File: src/rtl/out_stage_pkg.sv
// Shared types and parameter limits for the output stage.
// Imported by the FIFO and the stage top.
package out_stage_pkg;

  typedef logic [15:0] t_data;

  localparam int DELAY_MIN = 1;
  localparam int DELAY_MAX = 8;
  localparam int DEPTH_MIN = 2;

  function automatic bit is_pow2(input int n);
    return (n > 0) && ((n & (n - 1)) == 0);
  endfunction

endpackage

File: src/rtl/out_fifo.sv
// First-word-fall-through synchronous FIFO with
// sticky overflow; a dropped word never touches storage.
module out_fifo
  import out_stage_pkg::*;
#(
  parameter int W     = 16,
  parameter int DEPTH = 4
) (
  input  logic                       clock,
  input  logic                       reset,
  input  logic                       push,
  input  logic [W-1:0]               din,
  input  logic                       pop,
  output logic [W-1:0]               dout,
  output logic                       full,
  output logic                       empty,
  output logic [$clog2(DEPTH+1)-1:0] count,
  output logic                       overflow
);

  localparam int AW = $clog2(DEPTH);
  localparam int CW = $clog2(DEPTH + 1);
  localparam logic [CW-1:0] FULL_CNT = CW'(DEPTH);

  logic [W-1:0]  mem [DEPTH];
  logic [AW-1:0] wr_ptr;
  logic [AW-1:0] rd_ptr;
  logic          do_push;
  logic          do_pop;

  assign empty   = (count == '0);
  assign full    = (count == FULL_CNT);
  assign do_pop  = pop && !empty;
  // a pop frees the slot the same cycle
  assign do_push = push && (!full || do_pop);
  assign dout    = mem[rd_ptr];

  always_ff @(posedge clock) begin
    if (reset) begin
      wr_ptr   <= '0;
      rd_ptr   <= '0;
      count    <= '0;
      overflow <= 1'b0;
    end else begin
      if (do_push) wr_ptr <= wr_ptr + 1'b1;
      if (do_pop)  rd_ptr <= rd_ptr + 1'b1;
      unique case (1'b1)
        do_push && !do_pop: count <= count + 1'b1;
        do_pop && !do_push: count <= count - 1'b1;
        default: ;
      endcase
      if (push && !do_push) overflow <= 1'b1;
    end
  end

  always_ff @(posedge clock) begin
    if (do_push) mem[wr_ptr] <= din;
  end

endmodule

File: src/rtl/out_stage.sv
// Output stage: delay line, stall delay, FWFT FIFO
// and hold feedback towards the core.
module out_stage
  import out_stage_pkg::*;
#(
  parameter int DATA_W     = $bits(t_data),
  parameter int DELAY      = 1,
  parameter int FIFO_DEPTH = 4
) (
  input  logic                            clock,
  input  logic                            reset,
  input  logic                            stalled_i,
  input  logic                            dataoutv_i,
  input  logic [DATA_W-1:0]               dataout_i,
  input  logic                            out_ready_i,
  output logic                            stalled_o,
  output logic                            dataoutv_o,
  output logic [DATA_W-1:0]               dataout_o,
  output logic                            hold_o,
  output logic [$clog2(FIFO_DEPTH+1)-1:0] count_o,
  output logic                            overflow_o
);

  localparam int CW = $clog2(FIFO_DEPTH + 1);
  localparam logic [CW-1:0] HOLD_TH = CW'(FIFO_DEPTH - DELAY);
  localparam logic [CW-1:0] FULL_CNT = CW'(FIFO_DEPTH);

  if (DELAY < DELAY_MIN || DELAY > DELAY_MAX) begin : g_bad_delay
    $error("out_stage: DELAY outside 1..8");
  end
  if (!is_pow2(FIFO_DEPTH) || FIFO_DEPTH < DEPTH_MIN) begin : g_bad_pow2
    $error("out_stage: FIFO_DEPTH must be a power of 2");
  end
  if (FIFO_DEPTH < DELAY + 1) begin : g_bad_depth
    $error("out_stage: FIFO_DEPTH must be >= DELAY+1");
  end

  logic              push_v;
  logic [DATA_W-1:0] push_d;
  logic              fifo_full;
  logic              fifo_empty;
  logic [DELAY-1:0]  st_q;

  if (DELAY == 1) begin : g_direct
    assign push_v = dataoutv_i;
    assign push_d = dataout_i;
  end else begin : g_line
    localparam int N = DELAY - 1;
    logic [N-1:0]             v_q;
    logic [N-1:0][DATA_W-1:0] d_q;

    always_ff @(posedge clock) begin
      if (reset) begin
        v_q <= '0;
      end else begin
        v_q[0] <= dataoutv_i;
        for (int i = 1; i < N; i++) v_q[i] <= v_q[i-1];
      end
    end

    // data bits of invalid stages are don't-care
    always_ff @(posedge clock) begin
      d_q[0] <= dataout_i;
      for (int i = 1; i < N; i++) d_q[i] <= d_q[i-1];
    end

    assign push_v = v_q[N-1];
    assign push_d = d_q[N-1];
  end

  always_ff @(posedge clock) begin
    if (reset) begin
      st_q <= '0;
    end else begin
      st_q[0] <= stalled_i;
      for (int i = 1; i < DELAY; i++) st_q[i] <= st_q[i-1];
    end
  end

  assign stalled_o = st_q[DELAY-1];

  out_fifo #(
    .W     (DATA_W),
    .DEPTH (FIFO_DEPTH)
  ) u_fifo (
    .clock    (clock),
    .reset    (reset),
    .push     (push_v),
    .din      (push_d),
    .pop      (out_ready_i),
    .dout     (dataout_o),
    .full     (fifo_full),
    .empty    (fifo_empty),
    .count    (count_o),
    .overflow (overflow_o)
  );

  assign dataoutv_o = !fifo_empty;
  // registered count only, so in-flight words always fit
  assign hold_o = (count_o > HOLD_TH);

  always_ff @(posedge clock) begin
    if (!reset && fifo_full) assert (count_o == FULL_CNT);
  end

endmodule
File: config.mk
export PLATFORM = sky130hd
export DESIGN_NAME = out_stage
export DESIGN_NICKNAME = d
export VERILOG_FILES = /design/src/rtl/out_stage_pkg.sv /design/src/rtl/out_fifo.sv /design/src/rtl/out_stage.sv
export SDC_FILE = /design/constraint.sdc
export NUM_CORES = 1
export LEC_CHECK = 0
export CAP_MARGIN = 20
export CORE_UTILIZATION = 41
export CTS_BUF_LIST = sky130_fd_sc_hd__clkbuf_8
export CTS_CLUSTER_SIZE = 28
export DETAILED_ROUTE_END_ITERATION = 16
export PLACE_DENSITY = 0.71
export SYNTH_ARGS = -nofsm -noshare
export SYNTH_HDL_FRONTEND = slang
export SYNTH_HIERARCHICAL = 1
export SYNTH_SLANG_ARGS = --single-unit
File: constraint.sdc
create_clock -name clock -period 2.11 [get_ports clock]
set_input_delay 0.3165 -clock clock [delete_from_list [all_inputs] [get_ports clock]]
set_output_delay 0.3165 -clock clock [all_outputs]
set_load 0.005 [all_outputs]
==> impl_results.md, run 1 <==
* Final period util at 93.6%
* Dpl cell area at 3610 µm²
* Initial antenna violation count at 0
* Synth Instances at 149
* Status: finished, final reports clean
* Critical path type: reg -> out
* Clk root buf: clkbuf_8
* CP max stage delay at 0.52 ns
* Critical path startpoint category: flop
* First-pass GRT wire length at 7860 µm
* Period minus WS final at 1.98 ns
* Post-cts hold buffer count at 0
* Mapped cell area at 2910 µm²
* Leak Pwr at 1.36 nW
* Worst-Skew Late Latency at 0.34 ns
* CP max stage cell: mux4_2
* Worst setup EP type: primary output
* Largest net degree at the start of global routing at 17
* Final setup fails at 0
* Synth-to-Final Area Change at 33.2%
* Synth Area per Inst at 19.5 µm²
* Slew of the pin with the lowest slew margin at 0.268 ns
* Yosys Warn Count at 6
* Routed wire length on met3 at 316 µm
* Worst path required time at 1.79 ns
* Syn_nets at 175
* Sequential share of power at 45.7%
* Routed wire length per instance at 15.5 µm
* Routability cong. at 0.690
* CTS tree: yes
* Critical-path cell list: buf_12, mux4_2, dlygate4sd2_1
* Logic pwr share at 17.4%
* Die H at 86.2 µm
* Starting DRC count in detailed routing at 84
* Ant. Diodes at 0
* Max-cap violations at 0
* FF+latch count, synth at 75
* Starting Density at 42.5%
* Vias in the first global route at 1573
* Via/cell ratio at 4.83
* First-pass detailed-route iteration total at 4
* Grt ovf at 0
* CP max FO at 12
* Die W at 86.2 µm
* Unique masters post-synth at 34
* Highest routed layer: met4
* Switching power at 0.830 mW
* Ports at 44
* Layout cell share with drive strength beyond 1 at 24.8%
* Final count of pins violating max slew at 0
* Via count at 1518
* Core Footprint at 6830 µm²
* Skew final at 0.00561 ns
* Post-DP HPWL at 3270 µm
* M1 WL at 2070 µm
* # H-tree levels at 3
* Fin nets at 239
* WL final at 4860 µm
* Final Hold Viols at 0
* Commonest non-fill, non-tap cell in the layout: edfxtp_1
* Die area at 7430 µm²
* Peak supply drop at 0.350 mV
* Buf+Inv Stages, Crit Path at 2
* Met2 routed WL at 2420 µm
* Number of buffers created by CTS at 9
* Slew Limit Headroom at 82.1%
* Clock buffer depth at 2
* Power per standard cell area at 995 nW/µm²
* Tot Pwr at 3.85 mW
* CTS Sinks at 75
* Fmax at 506 MHz
* Internal power at 3.02 mW
* Drt drc at 0
* Post-route cell area at 3870 µm²
* Antenna-violating nets left at 0
* RSZ-0062 raised after global routing: false
* Switch share at 21.5%
* Most frequent cells in the layout: edfxtp_1 (64), clkdlybuf4s50_1 (27), mux4_2 (16)
* CP delay by family, top: multiplexers
* GR Util All Layers at 14.8%
* CP arrival at 1.66 ns
* Std-Cell Rows at 30
* Hold WC Path Type: reg -> reg
* Clock power frac at 36.9%
* Sequential fraction of the synthesis area at 73.7%
* CTS clk-pin slew, worst paths at 0.07 ns
* # port buffers at 43
## state kept, by name (all words and copies together), names as in the netlist, named ones only
signal	flops
u_fifo/mem	64
u_fifo/count	3
u_fifo/rd_ptr	2
u_fifo/wr_ptr	2
stalled_o	1
u_fifo/overflow	1
## Yosys cell counts, drive strengths merged
library cell / n / area, µm²
o211ai: 1 / 7.51
a31oi: 1 / 6.26
nor3: 1 / 5.00
and2: 4 / 25.0
a211oi: 1 / 7.51
nand2: 3 / 11.3
buf: 5 / 25.0
edfxtp: 64 / 1920
a21boi: 1 / 11.3
a21oi: 1 / 5.00
nand3b: 1 / 7.51
o31ai: 1 / 12.5
nor2b: 2 / 20.0
a21bo: 1 / 10.0
xnor2: 2 / 17.5
nor3b: 1 / 12.5
fa: 1 / 20.0
and3: 1 / 6.26
clkbuf: 2 / 8.75
nand3: 1 / 5.00
mux4: 16 / 360
mux2: 1 / 15.0
xor2: 3 / 26.3
ha: 4 / 50.1
inv: 6 / 22.5
a221oi: 1 / 8.76
nor2: 9 / 33.8
o31a: 2 / 17.5
dfxtp: 11 / 220
nand2b: 1 / 6.26
## tightest hold or removal path: cells and delay by family, from the launching register on
family / cells / cell delay, ns
and+or+nand+nor: 1 / 0.07
DFF: 1 / 0.34
AOI/OAI and AO/OA: 1 / 0.06
## power groups by stage
| stage | clock network, mW | logic (mW) | registers (mW) |
|---|---|---|---|
| floorplan | 0 | 0.350 | 1.78 |
| global placement | 0 | 0.719 | 1.79 |
| detailed placement | 0 | 0.730 | 1.79 |
| CTS | 1.45 | 0.690 | 1.76 |
| global route | 1.53 | 0.734 | 1.77 |
| finish | 1.42 | 0.671 | 1.76 |
## layer usage
metal  global-route usage, %  vias up
li1                        -      706
met1                    17.9      760
met2                    23.7       47
met3                    5.81        5
met4                    6.52        0
met5                       0        -
## worst paths after layout
kind                    start          endpoint  slack [ns]  cells after the start
max                      flop      dataout_o[4]        0.13                      3
min          u_fifo/wr_ptr[1]  u_fifo/wr_ptr[1]        0.51                      2
max reg2reg   u_fifo/count[0]   u_fifo/count[1]        0.23                      6
min reg2reg  u_fifo/wr_ptr[1]  u_fifo/wr_ptr[1]        0.51                      2
## what timing repair did
action / CTS / global route
buffers inserted: 0 / 0
endpoints found under the setup margin: 16 / 2
gates resized for setup: 16 / 3
## layout make-up
cell class                      count  area (µm²)
Fill cell                         538        2960
Multi-Input combinational cell     61         708
Clock buffer                        9         124
Inverter                            6        22.5
Sequential cell                    75        2150
Tap cell                           96         120
Timing Repair Buffer               60         612
Clock inverter                      7         140
## metrics by stage
stage	hold WS [ns]	cells	util [%]	setup TNS (ns)	setup slack (ns)
3_5_place_dp	0.492	298	52.9	-0.0787	-0.0689
5_1_grt	0.523	314	56.7	0	0.0403
6_report	0.507	314	56.7	0	0.135
2_1_floorplan	0.381	149	-	0	0.235
4_1_cts	0.508	314	56.6	-0.0697	-0.0350
3_3_place_gp	0.481	298	52.9	-0.0164	-0.0164
## cell families (layout without fill, tap and decap cells)
family,Yosys count,in the layout,synth area share [%]
xor+xnor,5,5,1.51
simple gates,24,24,4.56
fa+ha+maj,5,5,2.41
mux,17,17,12.9
flops,75,75,73.7
compound gates,10,10,2.97
buf+inv,13,82,1.94
No activity file was read; power rests on OpenSTA's default activity.
==> inputs of run 2 (changes only) <==
--- a/config.mk
+++ b/config.mk
@@ -6,6 +6,7 @@
 export NUM_CORES = 1
 export LEC_CHECK = 0
 export CAP_MARGIN = 20
+export CORE_MARGIN = 3
 export CORE_UTILIZATION = 41
 export CTS_BUF_LIST = sky130_fd_sc_hd__clkbuf_8
 export CTS_CLUSTER_SIZE = 28
@@ -15,3 +16,4 @@
 export SYNTH_HDL_FRONTEND = slang
 export SYNTH_HIERARCHICAL = 1
 export SYNTH_SLANG_ARGS = --single-unit
+export TNS_END_PERCENT = 50
==> run 2 against run 1 <==
Compared with the run above:
- register-to-register slack better by 0.02 ns
- utilization fell by 0.66 points
- non-clock buffer count is 1 lower
- worst setup slack worse by 0.014 ns
==> impl_results.md, run 2 (synthesized netlist as in run 1, its figures left out) <==
* Status: finished, final reports clean
* Grt ovf at 0 (unchanged)
* Inst Count DP at 297 (-0.34%)
* Starting Density at 42.5% (unchanged)
* Die H at 90.2 µm (+4.6%)
* Starting DRC count in detailed routing at 66 (-21%)
* First-pass GRT wire length at 7860 µm (unchanged)
* Worst path required time at 1.79 ns (about the same)
* Via count at 1533 (+0.99%)
* Largest register FFs at 64 (unchanged)
* Ant. Diodes at 0 (unchanged)
* Routed wire length per instance at 15.7 µm (+1.7%)
* Commonest non-fill, non-tap cell in the layout: edfxtp_1
* Largest net degree at the start of global routing at 17 (unchanged)
* Leak Pwr at 1.33 nW (-1.8%)
* Most frequent cells in the layout: edfxtp_1 (64), clkdlybuf4s50_1 (27), dlygate4sd2_1 (16), mux4_2 (16), buf_4 (11)
* Drt drc at 0 (unchanged)
* First-pass detailed-route iteration total at 4 (unchanged)
* Vias in the first global route at 1545 (-1.8%)
* Final core utilization at 56.0% (-0.66 points)
* Initial antenna violation count at 0 (unchanged)
* Final Hold Viols at 0 (unchanged)
* Peak supply drop at 0.465 mV (+33%)
* Number of buffers created by CTS at 9 (unchanged)
* Fin cells at 313 (-0.32%)
* Std-Cell Rows at 30 (unchanged)
* Max-cap violations at 0 (unchanged)
* Worst setup EP type: primary output
* Fin nets at 238 (-0.42%)
* Fmax at 503 MHz (-0.69%)
* CTS tree: yes
* Period minus WS final at 1.99 ns (+0.0138 ns)
* Hold WC Path Type: reg -> reg
* # port buffers at 43 (unchanged)
* Ports at 44 (unchanged)
* Post-DP HPWL at 3290 µm (+0.70%)
* Final count of pins violating max slew at 0 (unchanged)
* Hold WS at 0.484 ns (-0.0227 ns)
* CTS clk-pin slew, worst paths at 0.07 ns (about the same)
* Via/cell ratio at 4.90 (+1.3%)
* CP arrival at 1.67 ns (about the same)
* Dpl cell area at 3610 µm² (-0.21%)
* Largest reg by FF count: u_fifo/mem
* WL final at 4920 µm (+1.4%)
* RSZ-0062 raised after global routing: false
* Clk root buf: clkbuf_8
* Final period util at 94.3% (+0.65 points)
* Antenna-violating nets left at 0 (unchanged)
* GR Util All Layers at 12.7% (-2.2 points)
* Die area at 8140 µm² (+9.5%)
* Skew final at 0.00753 ns (+0.00192 ns)
* Final setup fails at 0 (unchanged)
* Core Footprint at 6830 µm² (unchanged)
* Clock buffer depth at 2 (unchanged)
* CTS Sinks at 75 (unchanged)
* Routability cong. at 0.809 (+17%)
* Slew Limit Headroom at 82.1% (about the same)
* Critical path type: reg -> out
* Synth-to-Final Area Change at 31.7%
* Post-route cell area at 3830 µm² (-1.2%)
* # H-tree levels at 3 (unchanged)
* Top Registers: u_fifo/mem: 64 flops, u_fifo/count: 3 flops
* R2R setup slack at 0.25 ns (+0.02 ns)
* Worst-Skew Late Latency at 0.34 ns (about the same)
* Layout cell share with drive strength beyond 1 at 24.4% (-0.35 points)
* CP max FO at 16 (+4)
* Power per standard cell area at 972 nW/µm² (-2.4%)
* Critical path startpoint category: flop
* Die W at 90.2 µm (+4.6%)
* Slew of the pin with the lowest slew margin at 0.268 ns (+0.000227 ns)
[run 2: changes by cell type in the layout (fill, tap and decap cells not counted), sizes merged]
cell	previous run	this run
buf	17	16
dlymetal6s2s	2	0
dlygate4sd2	14	16
bufinv	4	3
clkinvlp	1	0
inv	6	8
[run 2: per-layer routing]
metal / share of wire, % / track usage, % / routed length, µm / vias up
met4: 1.3 / 6.51 / 62 / 0
met2: 49 / 20.2 / 2420 / 51
met5: 0 / 0 / 0 / -
li1: - / - / - / 708
met1: 44 / 15.7 / 2190 / 769
met3: 5.2 / 3.85 / 254 / 5
[run 2: path summary, 6_finish.rpt]
check,start,endpoint,cells past startpoint
worst max-delay path,flop,dataout_o[15],3
worst min-delay path,u_fifo/overflow,u_fifo/overflow,2
worst max register to register,u_fifo/count[1],u_fifo/count[2],5
worst min register to register,u_fifo/overflow,u_fifo/overflow,2
[run 2: critical path: stages, from the launching register on]
cell and delay, ns:
dfxtp_2 0.34, buf_12 0.18, mux4_2 0.53, dlygate4sd2_1 0.28
[run 2: per-stage QoR]
stage,setup slack [ns],TNS [ns],total power [mW]
after detailed placement,-0.0666,-0.0666,2.52
after global routing,0.0584,0,3.88
after CTS,0.0838,0,3.77
after floorplan,0.235,0,2.13
after global placement,-0.0188,-0.0188,2.50
final,0.121,0,3.72
[run 2: area by class of cell]
class	instances	area, µm²
repair buffers	59	593
multi-input cells	61	708
clock buffers	9	124
well taps	96	120
flip-flops and latches	75	2140
clock inverters	7	116
inverters	6	22.5
fillers	564	3000
[run 2: where the power goes]
| part | switching, mW | leakage (nW) | internal, mW |
|---|---|---|---|
| clock network | 0.514 | 0.125 | 0.785 |
| logic | 0.268 | 0.531 | 0.392 |
| registers | 0.0432 | 0.678 | 1.72 |
[run 2: what timing repair did]
item / 4_1_cts / 5_1_grt
hold buffers: 0 / 0
buffers inserted: 0 / 0
resized for setup: 17 / 0
endpoints found under the setup margin: 16 / 0
